===== src/rtl/rtc_multi_alarm_if.sv =====
// rtl/rtc_multi_alarm_if.sv - set-value, alarm-control and display signal bundle for rtc_multi_alarm
interface rtc_multi_alarm_if #(
  parameter int NUM_ALARMS = 4,
  parameter int AW         = (NUM_ALARMS > 1) ? $clog2(NUM_ALARMS) : 1
);
  logic [1:0]            h_in1;
  logic [3:0]            h_in0;
  logic [2:0]            m_in1;
  logic [3:0]            m_in0;
  logic                  ld_time;
  logic                  ld_alarm;
  logic [AW-1:0]         alarm_sel;
  logic [NUM_ALARMS-1:0] al_en;
  logic                  stop_al;
  logic                  snooze;
  logic                  alarm;
  logic [NUM_ALARMS-1:0] alarm_src;
  logic                  load_err;
  logic                  sec_tick;
  logic [1:0]            h_out1;
  logic [3:0]            h_out0;
  logic [2:0]            m_out1;
  logic [3:0]            m_out0;
  logic [2:0]            s_out1;
  logic [3:0]            s_out0;

  modport master (
    output h_in1, h_in0, m_in1, m_in0, ld_time, ld_alarm, alarm_sel, al_en, stop_al, snooze,
    input  alarm, alarm_src, load_err, sec_tick, h_out1, h_out0, m_out1, m_out0, s_out1, s_out0
  );

  modport slave (
    input  h_in1, h_in0, m_in1, m_in0, ld_time, ld_alarm, alarm_sel, al_en, stop_al, snooze,
    output alarm, alarm_src, load_err, sec_tick, h_out1, h_out0, m_out1, m_out0, s_out1, s_out0
  );
endinterface


===== src/rtl/rtc_multi_alarm.sv =====
// rtl/rtc_multi_alarm.sv - 24h RTC with multi-slot alarms and shared snooze; define ALARM_TIMEOUT_EN for ringing auto-off
module rtc_multi_alarm #(
  parameter int CLK_HZ      = 10,
  parameter int NUM_ALARMS  = 4,
  parameter int SNOOZE_MIN  = 5,
  parameter int TIMEOUT_SEC = 60
) (
  input  logic              clk,
  input  logic              reset,
  rtc_multi_alarm_if.slave  bus
);
  localparam int AW = (NUM_ALARMS > 1) ? $clog2(NUM_ALARMS) : 1;
  localparam int PW = $clog2(CLK_HZ);
  localparam int SW = $clog2(SNOOZE_MIN * 60 + 1);
  localparam logic [PW-1:0] PRESC_MAX    = PW'(CLK_HZ - 1);
  localparam logic [SW-1:0] SNOOZE_TICKS = SW'(SNOOZE_MIN * 60);
  localparam logic [AW:0]   NUM_SLOTS    = (AW + 1)'(NUM_ALARMS);

  // Out-of-range configurations are stopped at elaboration.
  if (CLK_HZ < 2 || NUM_ALARMS < 1 || NUM_ALARMS > 16 || SNOOZE_MIN < 1 || SNOOZE_MIN > 59 ||
      TIMEOUT_SEC < 1) begin : g_bad_cfg
    $error("rtc_multi_alarm: parameter out of range");
  end

  logic [PW-1:0]              presc_q, presc_d;
  logic [4:0]                 hour_q, hour_d;
  logic [5:0]                 min_q, min_d, sec_q, sec_d;
  logic [NUM_ALARMS-1:0][4:0] al_hour_q, al_hour_d;
  logic [NUM_ALARMS-1:0][5:0] al_min_q, al_min_d;
  logic [NUM_ALARMS-1:0]      src_q, src_d, mask_q, mask_d, trig;
  logic [SW-1:0]              cnt_q, cnt_d;
  logic                       load_err_q, load_err_d;
  logic [5:0]                 set_hour;
  logic [6:0]                 set_min;
  logic                       set_ok, sel_ok, load_time, load_alarm, tick, wrap, expire;

  // Tens digits of the inputs cannot exceed 9 at their widths; only units need a digit check.
  assign set_hour   = 6'(bus.h_in1) * 6'd10 + 6'(bus.h_in0);
  assign set_min    = 7'(bus.m_in1) * 7'd10 + 7'(bus.m_in0);
  assign set_ok     = (bus.h_in0 <= 4'd9) && (bus.m_in0 <= 4'd9) && (set_hour <= 6'd23) && (set_min <= 7'd59);
  assign sel_ok     = {1'b0, bus.alarm_sel} < NUM_SLOTS;
  assign load_time  = bus.ld_time && set_ok;
  assign load_alarm = !bus.ld_time && bus.ld_alarm && set_ok && sel_ok;
  assign load_err_d = (bus.ld_time && !set_ok) || (!bus.ld_time && bus.ld_alarm && !(set_ok && sel_ok));
  assign tick       = (presc_q == PRESC_MAX);
  assign expire     = tick && (cnt_q == SW'(1));

  // Prescaler and time-of-day advance; a valid time load replaces the tick.
  always_comb begin
    presc_d = tick ? '0 : presc_q + 1'b1;
    hour_d  = hour_q;
    min_d   = min_q;
    sec_d   = sec_q;
    wrap    = 1'b0;
    if (load_time) begin
      presc_d = '0;
      hour_d  = set_hour[4:0];
      min_d   = set_min[5:0];
      sec_d   = '0;
    end else if (tick) begin
      if (sec_q == 6'd59) begin
        sec_d = '0;
        wrap  = 1'b1;
        if (min_q == 6'd59) begin
          min_d  = '0;
          hour_d = (hour_q == 5'd23) ? 5'd0 : hour_q + 5'd1;
        end else begin
          min_d = min_q + 6'd1;
        end
      end else begin
        sec_d = sec_q + 6'd1;
      end
    end
  end

  // Alarm slot writes and minute-boundary match against the pre-load slot contents.
  always_comb begin
    al_hour_d = al_hour_q;
    al_min_d  = al_min_q;
    trig      = '0;
    for (int i = 0; i < NUM_ALARMS; i++) begin
      trig[i] = wrap && bus.al_en[i] && (al_hour_q[i] == hour_d) && (al_min_q[i] == min_d);
      if (load_alarm && (bus.alarm_sel == AW'(i))) begin
        al_hour_d[i] = set_hour[4:0];
        al_min_d[i]  = set_min[5:0];
      end
    end
  end

`ifdef ALARM_TIMEOUT_EN
  localparam int TW = $clog2(TIMEOUT_SEC + 1);
  logic [TW-1:0] to_q, to_d;
`endif

  // Ringing/snooze state: stop beats snooze, snooze beats new sets, disabled slots always drop.
  always_comb begin
    src_d  = src_q;
    mask_d = mask_q;
    cnt_d  = cnt_q;
    if (tick && (cnt_q != '0)) cnt_d = cnt_q - 1'b1;
`ifdef ALARM_TIMEOUT_EN
    to_d = to_q;
    if (src_q == '0) begin
      to_d = '0;
    end else if (tick) begin
      if (to_q == TW'(TIMEOUT_SEC - 1)) begin
        src_d = '0;
        to_d  = '0;
      end else begin
        to_d = to_q + 1'b1;
      end
    end
`endif
    if (bus.stop_al) begin
      src_d  = '0;
      mask_d = '0;
      cnt_d  = '0;
    end else if (bus.snooze && (src_q != '0)) begin
      mask_d = mask_q | src_q;
      src_d  = '0;
      cnt_d  = SNOOZE_TICKS;
    end else begin
      if (expire) begin
        src_d  = src_d | mask_q;
        mask_d = '0;
      end
      src_d = src_d | trig;
    end
    src_d  = src_d & bus.al_en;
    mask_d = mask_d & bus.al_en;
  end

  // State registers, asynchronously cleared.
  always_ff @(posedge clk or posedge reset) begin
    if (reset) begin
      presc_q    <= '0;
      hour_q     <= '0;
      min_q      <= '0;
      sec_q      <= '0;
      al_hour_q  <= '0;
      al_min_q   <= '0;
      src_q      <= '0;
      mask_q     <= '0;
      cnt_q      <= '0;
      load_err_q <= 1'b0;
`ifdef ALARM_TIMEOUT_EN
      to_q       <= '0;
`endif
    end else begin
      presc_q    <= presc_d;
      hour_q     <= hour_d;
      min_q      <= min_d;
      sec_q      <= sec_d;
      al_hour_q  <= al_hour_d;
      al_min_q   <= al_min_d;
      src_q      <= src_d;
      mask_q     <= mask_d;
      cnt_q      <= cnt_d;
      load_err_q <= load_err_d;
`ifdef ALARM_TIMEOUT_EN
      to_q       <= to_d;
`endif
    end
  end

  assign bus.alarm_src = src_q;
  assign bus.alarm     = |src_q;
  assign bus.load_err  = load_err_q;
  assign bus.sec_tick  = tick;
  assign bus.h_out1    = 2'(hour_q / 5'd10);
  assign bus.h_out0    = 4'(hour_q % 5'd10);
  assign bus.m_out1    = 3'(min_q / 6'd10);
  assign bus.m_out0    = 4'(min_q % 6'd10);
  assign bus.s_out1    = 3'(sec_q / 6'd10);
  assign bus.s_out0    = 4'(sec_q % 6'd10);
endmodule


===== src/flat_wrapper.sv =====
// flat-port wrapper written by rule: the top's interface ports become plain ports
module rtc_multi_alarm_flat 
#(
  parameter int CLK_HZ      = 10,
  parameter int NUM_ALARMS  = 4,
  parameter int SNOOZE_MIN  = 5,
  parameter int TIMEOUT_SEC = 60
)
  (clk, reset, bus_h_in1, bus_h_in0, bus_m_in1, bus_m_in0, bus_ld_time, bus_ld_alarm, bus_alarm_sel, bus_al_en, bus_stop_al, bus_snooze, bus_alarm, bus_alarm_src, bus_load_err, bus_sec_tick, bus_h_out1, bus_h_out0, bus_m_out1, bus_m_out0, bus_s_out1, bus_s_out0);
  rtc_multi_alarm_if #(.NUM_ALARMS(NUM_ALARMS)) bus_i ();
  input  logic clk;
  input  logic reset;
  input wire logic [$bits(bus_i.h_in1)-1:0] bus_h_in1;
  input wire logic [$bits(bus_i.h_in0)-1:0] bus_h_in0;
  input wire logic [$bits(bus_i.m_in1)-1:0] bus_m_in1;
  input wire logic [$bits(bus_i.m_in0)-1:0] bus_m_in0;
  input wire logic [$bits(bus_i.ld_time)-1:0] bus_ld_time;
  input wire logic [$bits(bus_i.ld_alarm)-1:0] bus_ld_alarm;
  input wire logic [$bits(bus_i.alarm_sel)-1:0] bus_alarm_sel;
  input wire logic [$bits(bus_i.al_en)-1:0] bus_al_en;
  input wire logic [$bits(bus_i.stop_al)-1:0] bus_stop_al;
  input wire logic [$bits(bus_i.snooze)-1:0] bus_snooze;
  output wire logic [$bits(bus_i.alarm)-1:0] bus_alarm;
  output wire logic [$bits(bus_i.alarm_src)-1:0] bus_alarm_src;
  output wire logic [$bits(bus_i.load_err)-1:0] bus_load_err;
  output wire logic [$bits(bus_i.sec_tick)-1:0] bus_sec_tick;
  output wire logic [$bits(bus_i.h_out1)-1:0] bus_h_out1;
  output wire logic [$bits(bus_i.h_out0)-1:0] bus_h_out0;
  output wire logic [$bits(bus_i.m_out1)-1:0] bus_m_out1;
  output wire logic [$bits(bus_i.m_out0)-1:0] bus_m_out0;
  output wire logic [$bits(bus_i.s_out1)-1:0] bus_s_out1;
  output wire logic [$bits(bus_i.s_out0)-1:0] bus_s_out0;
  assign bus_i.h_in1 = bus_h_in1;
  assign bus_i.h_in0 = bus_h_in0;
  assign bus_i.m_in1 = bus_m_in1;
  assign bus_i.m_in0 = bus_m_in0;
  assign bus_i.ld_time = bus_ld_time;
  assign bus_i.ld_alarm = bus_ld_alarm;
  assign bus_i.alarm_sel = bus_alarm_sel;
  assign bus_i.al_en = bus_al_en;
  assign bus_i.stop_al = bus_stop_al;
  assign bus_i.snooze = bus_snooze;
  assign bus_alarm = bus_i.alarm;
  assign bus_alarm_src = bus_i.alarm_src;
  assign bus_load_err = bus_i.load_err;
  assign bus_sec_tick = bus_i.sec_tick;
  assign bus_h_out1 = bus_i.h_out1;
  assign bus_h_out0 = bus_i.h_out0;
  assign bus_m_out1 = bus_i.m_out1;
  assign bus_m_out0 = bus_i.m_out0;
  assign bus_s_out1 = bus_i.s_out1;
  assign bus_s_out0 = bus_i.s_out0;
  rtc_multi_alarm #(.CLK_HZ(CLK_HZ), .NUM_ALARMS(NUM_ALARMS), .SNOOZE_MIN(SNOOZE_MIN), .TIMEOUT_SEC(TIMEOUT_SEC)) u_core (.clk(clk), .reset(reset), .bus(bus_i));
endmodule

===== config.mk =====
export PLATFORM = sky130hd
export DESIGN_NAME = rtc_multi_alarm_flat
export DESIGN_NICKNAME = d
export VERILOG_FILES = /design/src/rtl/rtc_multi_alarm_if.sv /design/src/rtl/rtc_multi_alarm.sv /design/src/flat_wrapper.sv
export SDC_FILE = /design/constraint.sdc
export NUM_CORES = 1
export LEC_CHECK = 0
export CAP_MARGIN = 0
export CORE_MARGIN = 2
export CORE_UTILIZATION = 50
export DETAILED_ROUTE_END_ITERATION = 8
export PLACE_DENSITY = 0.7
export SLEW_MARGIN = 0
export SYNTH_ARGS = -nofsm -noshare
export SYNTH_HDL_FRONTEND = slang
export SYNTH_SLANG_ARGS = --single-unit

===== constraint.sdc =====
create_clock -name clk -period 5 [get_ports clk]
set_clock_uncertainty 0.1 [all_clocks]
set_input_delay 1 -clock clk [delete_from_list [all_inputs] [get_ports clk]]
set_output_delay 1 -clock clk [all_outputs]
set_load 0.005 [all_outputs]

---- Word level (Yosys, flattened, before mapping) ----
Cells that the tools add are included.
W data, S select, Z words.
word-level totals
  register bits after elaboration ......... 83
  bits in latches ......................... 0
  bits in writable memories ............... 0
  ROM bits ................................ 0
  input bits .............................. 25
  logic and storage cells ................. 119
  memories ................................ 0
cells by class
  add/sub/neg operators ................... 7
  multiply operators ...................... 2
  div/mod/pow operators ................... 6
  $lt $le $gt $ge ......................... 4
  equality and inequality tests ........... 16
  shift-type cells ........................ 0
  multiplexer cells ....................... 28
  bitwise operators ....................... 4
  reduce and logical (&&, ||, !) cells .... 36
operator list
  cell                   count
  $mux W6                7
  $mux W4                10
  $logic_and A1 B1 Y1    27
  $mux W9                3
  $mux W5                5
  $eq A6 B6 Y1           4
  $eq A5 B5 Y1           4
  $add A6 B1 Y6 const B  2
  $div A6 B4 Y6 const B  2
  $eq A6 B6 Y1 const B   2
  $mod A6 B4 Y6 const B  2
  $eq A9 B1 Y1 const B   1
  $reduce_bool A9 Y1     1
  $sub A9 B1 Y9 const B  1
  $and A4 B4 Y4          2
  $le A4 B4 Y1 const B   2
  $or A4 B4 Y4           2
  $add A7 B4 Y7          1
  $le A7 B6 Y1 const B   1
  $add A6 B4 Y6          1
  $le A6 B5 Y1 const B   1
  $mul A3 B3 Y6 const B  1
  $add A5 B1 Y5 const B  1
  $div A5 B4 Y5 const B  1
  15 further kinds       19

---- Logic depth before layout (Yosys ltp) ----
Gate-level depths: netlist (run 1).
  word-level depth ........................ 14
  mapped depth ............................ 12
  mapped depth without buffers ............ 11

---- Least setup slack after synthesis (run 1) ----
OpenSTA, ideal clock, no wires.
  path kind ............................... input port to flip-flop
  start ................................... input port bus_m_in1[0]
  end ..................................... register u_core.src_q[0], in the netlist u_core.bus.alarm_src[0]
  arrival time ............................ 3.760 ns
  required time ........................... 4.808 ns
  path slack .............................. 1.049 ns
  cell stages on the path ................. 11
  path through ............................ ha_1 -> ha_1 -> a21oi_1 -> or3_4 -> a2111oi_4 -> a2111oi_4 -> buf_6 -> or3_4 -> nor4_2 -> o211ai_1 -> o31ai_2
between the ends
  longest elaborated chain between the ends .. 13
RTL lines
  element                                              RTL line                RTL
  from (decl)                                          flat_wrapper.sv:15      input wire logic [$bits(bus_i.m_in1)-1:0] bus_m_in1;
  $mul A3 B3 Y6 *                                      rtc_multi_alarm.sv:39   assign set_min = 7'(bus.m_in1) * 7'd10 + 7'(bus.m_in0);
  $add A7 B4 Y7 *                                      rtc_multi_alarm.sv:39
  $le A7 B6 Y1                                         rtc_multi_alarm.sv:40   assign set_ok = (bus.h_in0 <= 4'd9) && (bus.m_in0 <= 4'd9) && (set_hour <= 6'd23) && (set_min <= 7'd59);
  $logic_and A1 B1 Y1                                  rtc_multi_alarm.sv:40
  $logic_and A1 B1 Y1                                  rtc_multi_alarm.sv:42   assign load_time = bus.ld_time && set_ok;
  $mux W5 or $mux W1 (tied branches)                   rtc_multi_alarm.sv:55   if (load_time) begin
  $eq A5 B5 Y1 or $logic_and A1 B1 Y1 (tied branches)  rtc_multi_alarm.sv:82   trig[i] = wrap && bus.al_en[i] && (al_hour_q[i] == hour_d) && (al_min_q[i] == min_d);
  $logic_and A1 B1 Y1                                  rtc_multi_alarm.sv:82
  $logic_and A1 B1 Y1 *                                rtc_multi_alarm.sv:82
  $or A4 B4 Y4 *                                       rtc_multi_alarm.sv:127  src_d = src_d | trig;
  $mux W4 *                                            rtc_multi_alarm.sv:118  end else if (bus.snooze && (src_q != '0)) begin
  $mux W4 *                                            rtc_multi_alarm.sv:114  if (bus.stop_al) begin
  $and A4 B4 Y4 *                                      rtc_multi_alarm.sv:129  src_d = src_d & bus.al_en;
  named net u_core.src_d[0]                            rtc_multi_alarm.sv:30   logic [NUM_ALARMS-1:0] src_q, src_d, mask_q, mask_d, trig;
  to (signal assigned)                                 rtc_multi_alarm.sv:156  src_q <= src_d;
  to (decl)                                            rtc_multi_alarm.sv:30
The timed path passes the listed nets; every way through them passes the cells marked *.
A chain may end at the register's enable or synchronous reset.

---- Worst setup path in the final report (run 1) ----
  start ................................... register u_core.min_q[4]
  end ..................................... output port bus_m_out0[3]
between the ends
  longest elaborated chain between the ends .. 1
RTL lines
  element                 RTL line                RTL
  from (decl)             rtc_multi_alarm.sv:27   logic [5:0] min_q, min_d, sec_q, sec_d;
  from (signal assigned)  rtc_multi_alarm.sv:152  min_q <= min_d;
  $mod A6 B4 Y6           rtc_multi_alarm.sv:173  assign bus.m_out0 = 4'(min_q % 6'd10);
  to (decl)               flat_wrapper.sv:30      output wire logic [$bits(bus_i.m_out0)-1:0] bus_m_out0;
Every way passes these cells.

==> results of run 1 <==
## worst max-delay path, stage by stage (launching register included)
cell	delay, ns
dfrtp_1	0.51
inv_1	0.17
ha_1	0.34
nor2b_1	0.11
o22ai_1	0.09
a31oi_1	0.30
xnor2_1	0.21
nand2_1	0.08
a222oi_1	0.62
nor2_1	0.12
xor2_1	0.16
clkdlybuf4s50_1	0.51
## sequential cells by signal (all words and copies together) (netlist names)
name,flops
u_core.al_hour_q,20
u_core.min_q,6
u_core.bus.alarm_src,4
u_core.al_min_q,24
u_core.hour_q,5
u_core.bus.load_err,1
u_core.mask_q,4
u_core.sec_q,6
u_core.cnt_q,9
u_core.presc_q,4
## power breakdown
part	internal, uW	switching, uW	leakage (uW)	total [uW]
registers	852	227	0.00108	1080
clock network	295	234	0.000111	529
logic	827	749	0.00160	1580
## cell usage in the layout, fill, tap and decap left out, types with 4 or more instances in the layout
cell	synthesis	final
a21oi_1	27	27
a31oi_1	5	5
buf_4	3	10
clkbuf_8	0	10
clkdlybuf4s50_1	0	51
dfrtp_1	83	83
ha_1	33	33
inv_1	38	37
mux2_1	10	10
mux2_2	27	27
mux2i_1	7	7
mux2i_2	4	4
nand2_1	39	39
nand2b_1	4	4
nand3_1	11	11
nand4_1	8	8
nor2_1	38	38
nor2b_1	7	7
nor3_1	9	9
nor3b_1	8	8
nor4_1	6	6
o21ai_0	25	25
o31ai_1	6	6
xnor2_1	34	34
xor2_1	31	31
## synth_stat cells (4+ instances only)
cell / instances
nand4_1: 8
mux2_2: 27
mux2i_1: 7
clkbuf_1: 8
nand2_1: 39
mux2i_2: 4
inv_1: 38
nand2b_1: 4
dfrtp_1: 83
nor4_1: 6
a21oi_1: 27
o21ai_0: 25
ha_1: 33
nor3b_1: 8
nand3_1: 11
xnor2_1: 34
o31ai_1: 6
mux2_1: 10
nor3_1: 9
xor2_1: 31
nor2b_1: 7
nor2_1: 38
a31oi_1: 5
## logic make-up after synthesis
family,after synthesis,synth area share [%]
and+or+nand+nor,154,15.3
AOI/OAI and AO/OA,93,11.7
DFF,83,38.5
xor gates and xnor gates,65,10.5
buffers and inverters,55,4.24
muxes,51,11.3
adders and majority gates,35,8.39
## area by class of cell
type                            count  share of cell area, %
Clock buffer                       12                   2.31
Clock inverter                      4                   1.17
Inverter                           39                   2.35
Multi-Input combinational cell    398                   49.2
Sequential cell                    83                   33.0
Tap cell                          136                   2.70
Timing Repair Buffer               61                   9.31
## per-stage QoR
stage                     hold WS, ns  setup slack (ns)  util [%]
after floorplan                 0.359              1.05         -
after global placement          0.373             0.473      58.3
after detailed placement        0.399             0.401      58.3
after CTS                       0.411             0.305      60.4
after global routing            0.447            0.0428      60.4
final                           0.404             0.318      60.4
## worst max-delay path by stage
stage	start	end	slack (ns)	depth (start not counted)
global placement	bus_m_in1[0]	u_core.bus.alarm_src[0]$_DFF_PP0_	0.47	12
floorplan	bus_m_in1[0]	u_core.bus.alarm_src[0]$_DFF_PP0_	1.05	11
global route	u_core.min_q[4]$_DFF_PP0_	bus_m_out0[2]	0.04	10
finish	u_core.min_q[4]$_DFF_PP0_	bus_m_out0[3]	0.32	11
CTS	u_core.min_q[3]$_DFF_PP0_	bus_m_out0[3]	0.31	11
detailed placement	bus_m_in1[0]	u_core.bus.alarm_src[3]$_DFF_PP0_	0.40	12
## metal layers
metal	vias up	part of all wire [%]	global-route usage [%]
li1	1983	-	-
met1	1995	46	30.1
met3	18	3.6	3.27
met5	-	0	0
met4	0	2.2	9.16
met2	84	48	36.4
==> reports/metrics.cfg, run 1 <==
[outcome]
status=finished, final reports clean

[clocking]
postCtsSetupBuffers=0
htreeDepth=3
clock-sinks=83
hold_buffers=0
clockRootBuffer=clkbuf_8
clk_path_buf_depth=2
cts_tree=built
cts_resized=0
clock_latency_ns=0.36
cts-buffers-inserted=9
clk_pin_slew_worst_paths_ns=0.08

[cells_and_area]
drive_above_1_share_pct=12.9
multiInputGateArea_um2=3090
finalNetCount=652
synthToLayoutAreaGrowth_pct=16.5
n_antenna_cell=0
fillCellCount=935
finish.instance_area_um2=6290
fin_cells=733
regArea_um2=2080

[detailed_routing]
drt_iter0_drc=269
num_vias=4080
first_pass_iters=4
ant_nets=0
vias_per_cell=5.57
drt_wl_total_um=12200
wire_per_inst_um=16.7
route.detailed.drc=0

[global_route]
grt_pass1_wl_um=20300
grt_max_degree=45
grt.overflow.total=0
grt_pass1_vias=4174
track_usage_pct=22.4
antenna_found_initial=0

[yosys]
synth_edf_count=0
synthCells=536
yosys_most_used_dff=dfrtp_1
ys_seq_area_share_pct=38.5
syn_area_um2=5400
ys_ff_latch=83
async_reset_ff_share_pct=100
synth_area_per_cell_um2=10.1
ys_warn_count=0
synthTopCellsByArea=dfrtp_1 (38%), ha_1 (7.6%), mux2_2 (5.6%)
syn_nets=596
synth_top_area_share_pct=38.5
synth_cell_type_count=63
post-synth-top-area-cell=dfrtp_1

[die]
start_util_pct=51.8
die_h_um=108
die_w_um=108
dieArea_um2=11600
io_pins=52
core_um2=10400
fp-row-count=37

[worst_setup_path]
worstPathMaxFanout=8
r2r_start=u_core.presc_q[1]$_DFF_PP0_
worstPathRequired_ns=3.90
worstPathArrival_ns=3.58
reg2regPathDepth=10
worst-setup-path-type=reg -> out
rrSetupSlack_ns=1.53
cp-end-kind=output port
worstReg2RegEnd=u_core.bus.alarm_src[3]$_DFF_PP0_
cp-start-kind=flop

[placement]
dp.cells=717
place_congestion=0.857
placed_cell_area_um2=6070
place_hpwl_um=9550
io_buffers=51

[sta]
slew-limit-headroom_pct=49.5
fmax_mhz=214
maxSlewViolCount=0
finalSetupViolCount=0
timing.final.crit_period_ns=4.68
final.period_utilization_pct=93.6
finalSetupTns_ns=0
rsz0062_at_grt=no
hold_violations=0
worst_pin_slew_ns=0.757

[power_and_ir_drop]
power_uw=3180
pwr_density_cell_nw_per_um2=506
ir_drop_mv=0.471
p_leak_uw=0.00278

[job]
maxCapViolations=0

[hold_path]
hold-path-cell-count=1
hp-class=reg -> reg
hold_end=u_core.presc_q[0]$_DFF_PP0_
hold_start=u_core.presc_q[0]$_DFF_PP0_

Power figures use the tool's default switching activity.
==> inputs of run 2 (changes only) <==
--- a/config.mk
+++ b/config.mk
@@ -9,7 +9,7 @@
 export CORE_MARGIN = 2
 export CORE_UTILIZATION = 50
 export DETAILED_ROUTE_END_ITERATION = 8
-export PLACE_DENSITY = 0.7
+export PLACE_DENSITY = 0.71
 export SLEW_MARGIN = 0
 export SYNTH_ARGS = -nofsm -noshare
 export SYNTH_HDL_FRONTEND = slang
==> run 2 against run 1 <==
Global-route usage is essentially flat. Cell count shrank 0.14%. Flip-flop and latch count is the same. Sequential share of layout area grew 0.24 points. Setup slack lost 0.037 ns. Largest cell class unchanged. Critical path type unchanged. First-iteration DRC count grew 13%. Critical path depth is the same. Final area shrank 0.74%. Via count grew 0.25%. Highest routed layer unchanged. Non-clock buffer count shrank 1. Power shrank 2.4%. Die area is the same.
==> reports/metrics.cfg, run 2 (synthesized netlist as in run 1, its figures left out) <==
[outcome]
status=finished, final reports clean

[placement]
place_congestion=0.858  ; +0.12%
dp.cells=716  ; -0.14%
place_hpwl_um=9440  ; -1.2%
post-place-ws_ns=0.362  ; -0.0386 ns
io_buffers=51  ; unchanged

[worst_setup_path]
rrSetupSlack_ns=1.59  ; +0.06 ns
worstPathMaxFanout=9  ; +1
worstPathRequired_ns=3.90  ; about the same
cpPeakStageDelay_ns=0.62  ; about the same
worstReg2RegEnd=u_core.bus.alarm_src[3]$_DFF_PP0_
cp_cell_sequence=inv_1, ha_1, nor2b_1, o22ai_1, a31oi_1, xnor2_1, nand2_1, a222oi_1, nor2_1, xor2_1, clkdlybuf4s50_1
crit_buf_inv=2  ; unchanged
cp-end-kind=output port
critical_path.top_delay_family=compound AO/OA/AOI/OAI gates
r2r_start=u_core.presc_q[1]$_DFF_PP0_
reg2regPathDepth=10  ; unchanged
worst-setup-path-type=reg -> out
worstPathArrival_ns=3.62  ; +0.04 ns
cp_slowest_cell=a222oi_1
path_depth=11  ; unchanged
cp-start-kind=flop

[die]
start_util_pct=51.8  ; unchanged
die_w_um=108  ; unchanged
dieArea_um2=11600  ; unchanged
core_um2=10400  ; unchanged
die_h_um=108  ; unchanged
io_pins=52  ; unchanged
fp-row-count=37  ; unchanged

[sta]
final.period_utilization_pct=94.4  ; +0.74 points
worst_slack_ns=0.281  ; -0.0371 ns
fmax_mhz=212  ; -0.79%
finalSetupViolCount=0  ; unchanged
hold-worst-slack_ns=0.400  ; -0.00418 ns
timing.final.crit_period_ns=4.72  ; +0.0371 ns
finalSetupTns_ns=0  ; unchanged
hold_violations=0  ; unchanged
worst_pin_slew_ns=1.06  ; +0.298 ns
rsz0062_at_grt=no
maxSlewViolCount=0  ; unchanged
slew-limit-headroom_pct=29.6  ; -20 points

[hold_path]
hp-class=reg -> reg
hold-path-cell-count=1  ; unchanged
hold_start=u_core.presc_q[0]$_DFF_PP0_
hold_end=u_core.presc_q[0]$_DFF_PP0_

[clocking]
clk_pin_slew_worst_paths_ns=0.08  ; about the same
postCtsSetupBuffers=0  ; unchanged
cts_resized=0  ; unchanged
hold_buffers=0  ; unchanged
htreeDepth=3  ; unchanged
clock-sinks=83  ; unchanged
cts-buffers-inserted=9  ; unchanged
clockRootBuffer=clkbuf_8
clk_path_buf_depth=2  ; unchanged
clock_latency_ns=0.37  ; about the same
cts_tree=built

[cells_and_area]
finalNetCount=651  ; -0.15%
fillCellCount=924  ; -1.2%
regMostFlops=u_core.al_min_q
largest_reg_flops=24  ; unchanged
final_common_cell=dfrtp_1
drive_above_1_share_pct=12.9  ; +0.022 points
fin_cells=732  ; -0.14%
multiInputGateArea_um2=3090  ; unchanged
synthToLayoutAreaGrowth_pct=15.7
mostFrequentLayoutCells=dfrtp_1 (83), clkdlybuf4s50_1 (51), nand2_1 (39)
reg_top3=u_core.al_min_q (24), u_core.al_hour_q (20), u_core.cnt_q (9)
regArea_um2=2080  ; unchanged
n_antenna_cell=0  ; unchanged

[power_and_ir_drop]
pwr_density_cell_nw_per_um2=497  ; -1.7%
ir_drop_mv=0.503  ; +6.7%
p_leak_uw=0.00275  ; -0.99%

[job]
maxCapViolations=0  ; unchanged

[detailed_routing]
num_vias=4090  ; +0.25%
first_pass_iters=4  ; unchanged
drt_wl_total_um=12200  ; +0.27%
route.detailed.drc=0  ; unchanged
wire_per_inst_um=16.7  ; +0.41%
vias_per_cell=5.59  ; +0.38%
drt_iter0_drc=304  ; +13%
ant_nets=0  ; unchanged

[global_route]
antenna_found_initial=0  ; unchanged
grt_pass1_vias=4035  ; -3.3%
track_usage_pct=22.4  ; -0.046 points
grt.overflow.total=0  ; unchanged
grt_pass1_wl_um=20100  ; -1.2%
grt_max_degree=63  ; +40%

run 2: cell count changes in the layout (fill, tap and decap cells not counted), sizes merged:
cell	previous run	this run
clkinvlp	0	2
buf	10	9
bufinv	2	0
run 2: final cells by class:
cell class                      count  share of cell area [%]
Timing Repair Buffer               60                    9.25
Multi-Input combinational cell    398                    49.5
Inverter                           39                    2.36
Clock buffer                       12                    2.48
Tap cell                          136                    2.72
Clock inverter                      4                   0.401
Sequential cell                    83                    33.3
run 2: metal layers:
| layer | GRT usage [%] | up-vias | wire [um] |
|---|---|---|---|
| met3 | 3.87 | 16 | 474 |
| met5 | 0 | - | 0 |
| met1 | 30.6 | 2005 | 5600 |
| met4 | 6.87 | 0 | 191 |
| li1 | - | 1977 | - |
| met2 | 36.3 | 92 | 5970 |
run 2: worst reg2reg max path, cell delays in order, from the launching register on:
cell and delay (ns):
dfrtp_1 0.40, inv_1 0.06, ha_1 0.19, nand3b_4 0.16
nor4_4 0.57, nand2_1 0.20, o41ai_1 0.74, mux2i_4 0.22
xnor2_1 0.18, nor4_1 0.34, a31o_1 0.19
run 2: stage by stage:
step	util, %	power [uW]	instance area, um^2
6_report	60.0	3110	6250
5_1_grt	60.0	3330	6250
2_1_floorplan	-	2050	5400
3_3_place_gp	58.2	2610	6070
3_5_place_dp	58.2	2670	6070
4_1_cts	60.0	3120	6250
run 2: worst max path at each step:
stage | from | endpoint | slack, ns
2_1_floorplan | bus_m_in1[0] | u_core.bus.alarm_src[0]$_DFF_PP0_ | 1.05
3_3_place_gp | bus_m_in1[0] | u_core.bus.alarm_src[0]$_DFF_PP0_ | 0.48
3_5_place_dp | bus_m_in1[0] | u_core.bus.alarm_src[3]$_DFF_PP0_ | 0.36
4_1_cts | u_core.min_q[3]$_DFF_PP0_ | bus_m_out0[3] | 0.27
5_1_grt | u_core.min_q[4]$_DFF_PP0_ | bus_m_out0[3] | 0.004
6_report | u_core.min_q[3]$_DFF_PP0_ | bus_m_out0[3] | 0.28
run 2: power by group:
group          total [uW]  switching, uW  internal [uW]  leakage (uW)
registers            1080            231            852       0.00108
logic                1580            752            825       0.00159
clock network         447            241            206     0.0000884
==> inputs of run 3 (changes only) <==
--- a/config.mk
+++ b/config.mk
@@ -9,6 +9,7 @@
 export CORE_MARGIN = 2
 export CORE_UTILIZATION = 50
 export DETAILED_ROUTE_END_ITERATION = 8
+export HOLD_SLACK_MARGIN = 0.15
 export PLACE_DENSITY = 0.71
 export SLEW_MARGIN = 0
 export SYNTH_ARGS = -nofsm -noshare
==> results of run 3 <==
Final layout, timing and power as in run 2 (identical DEF).
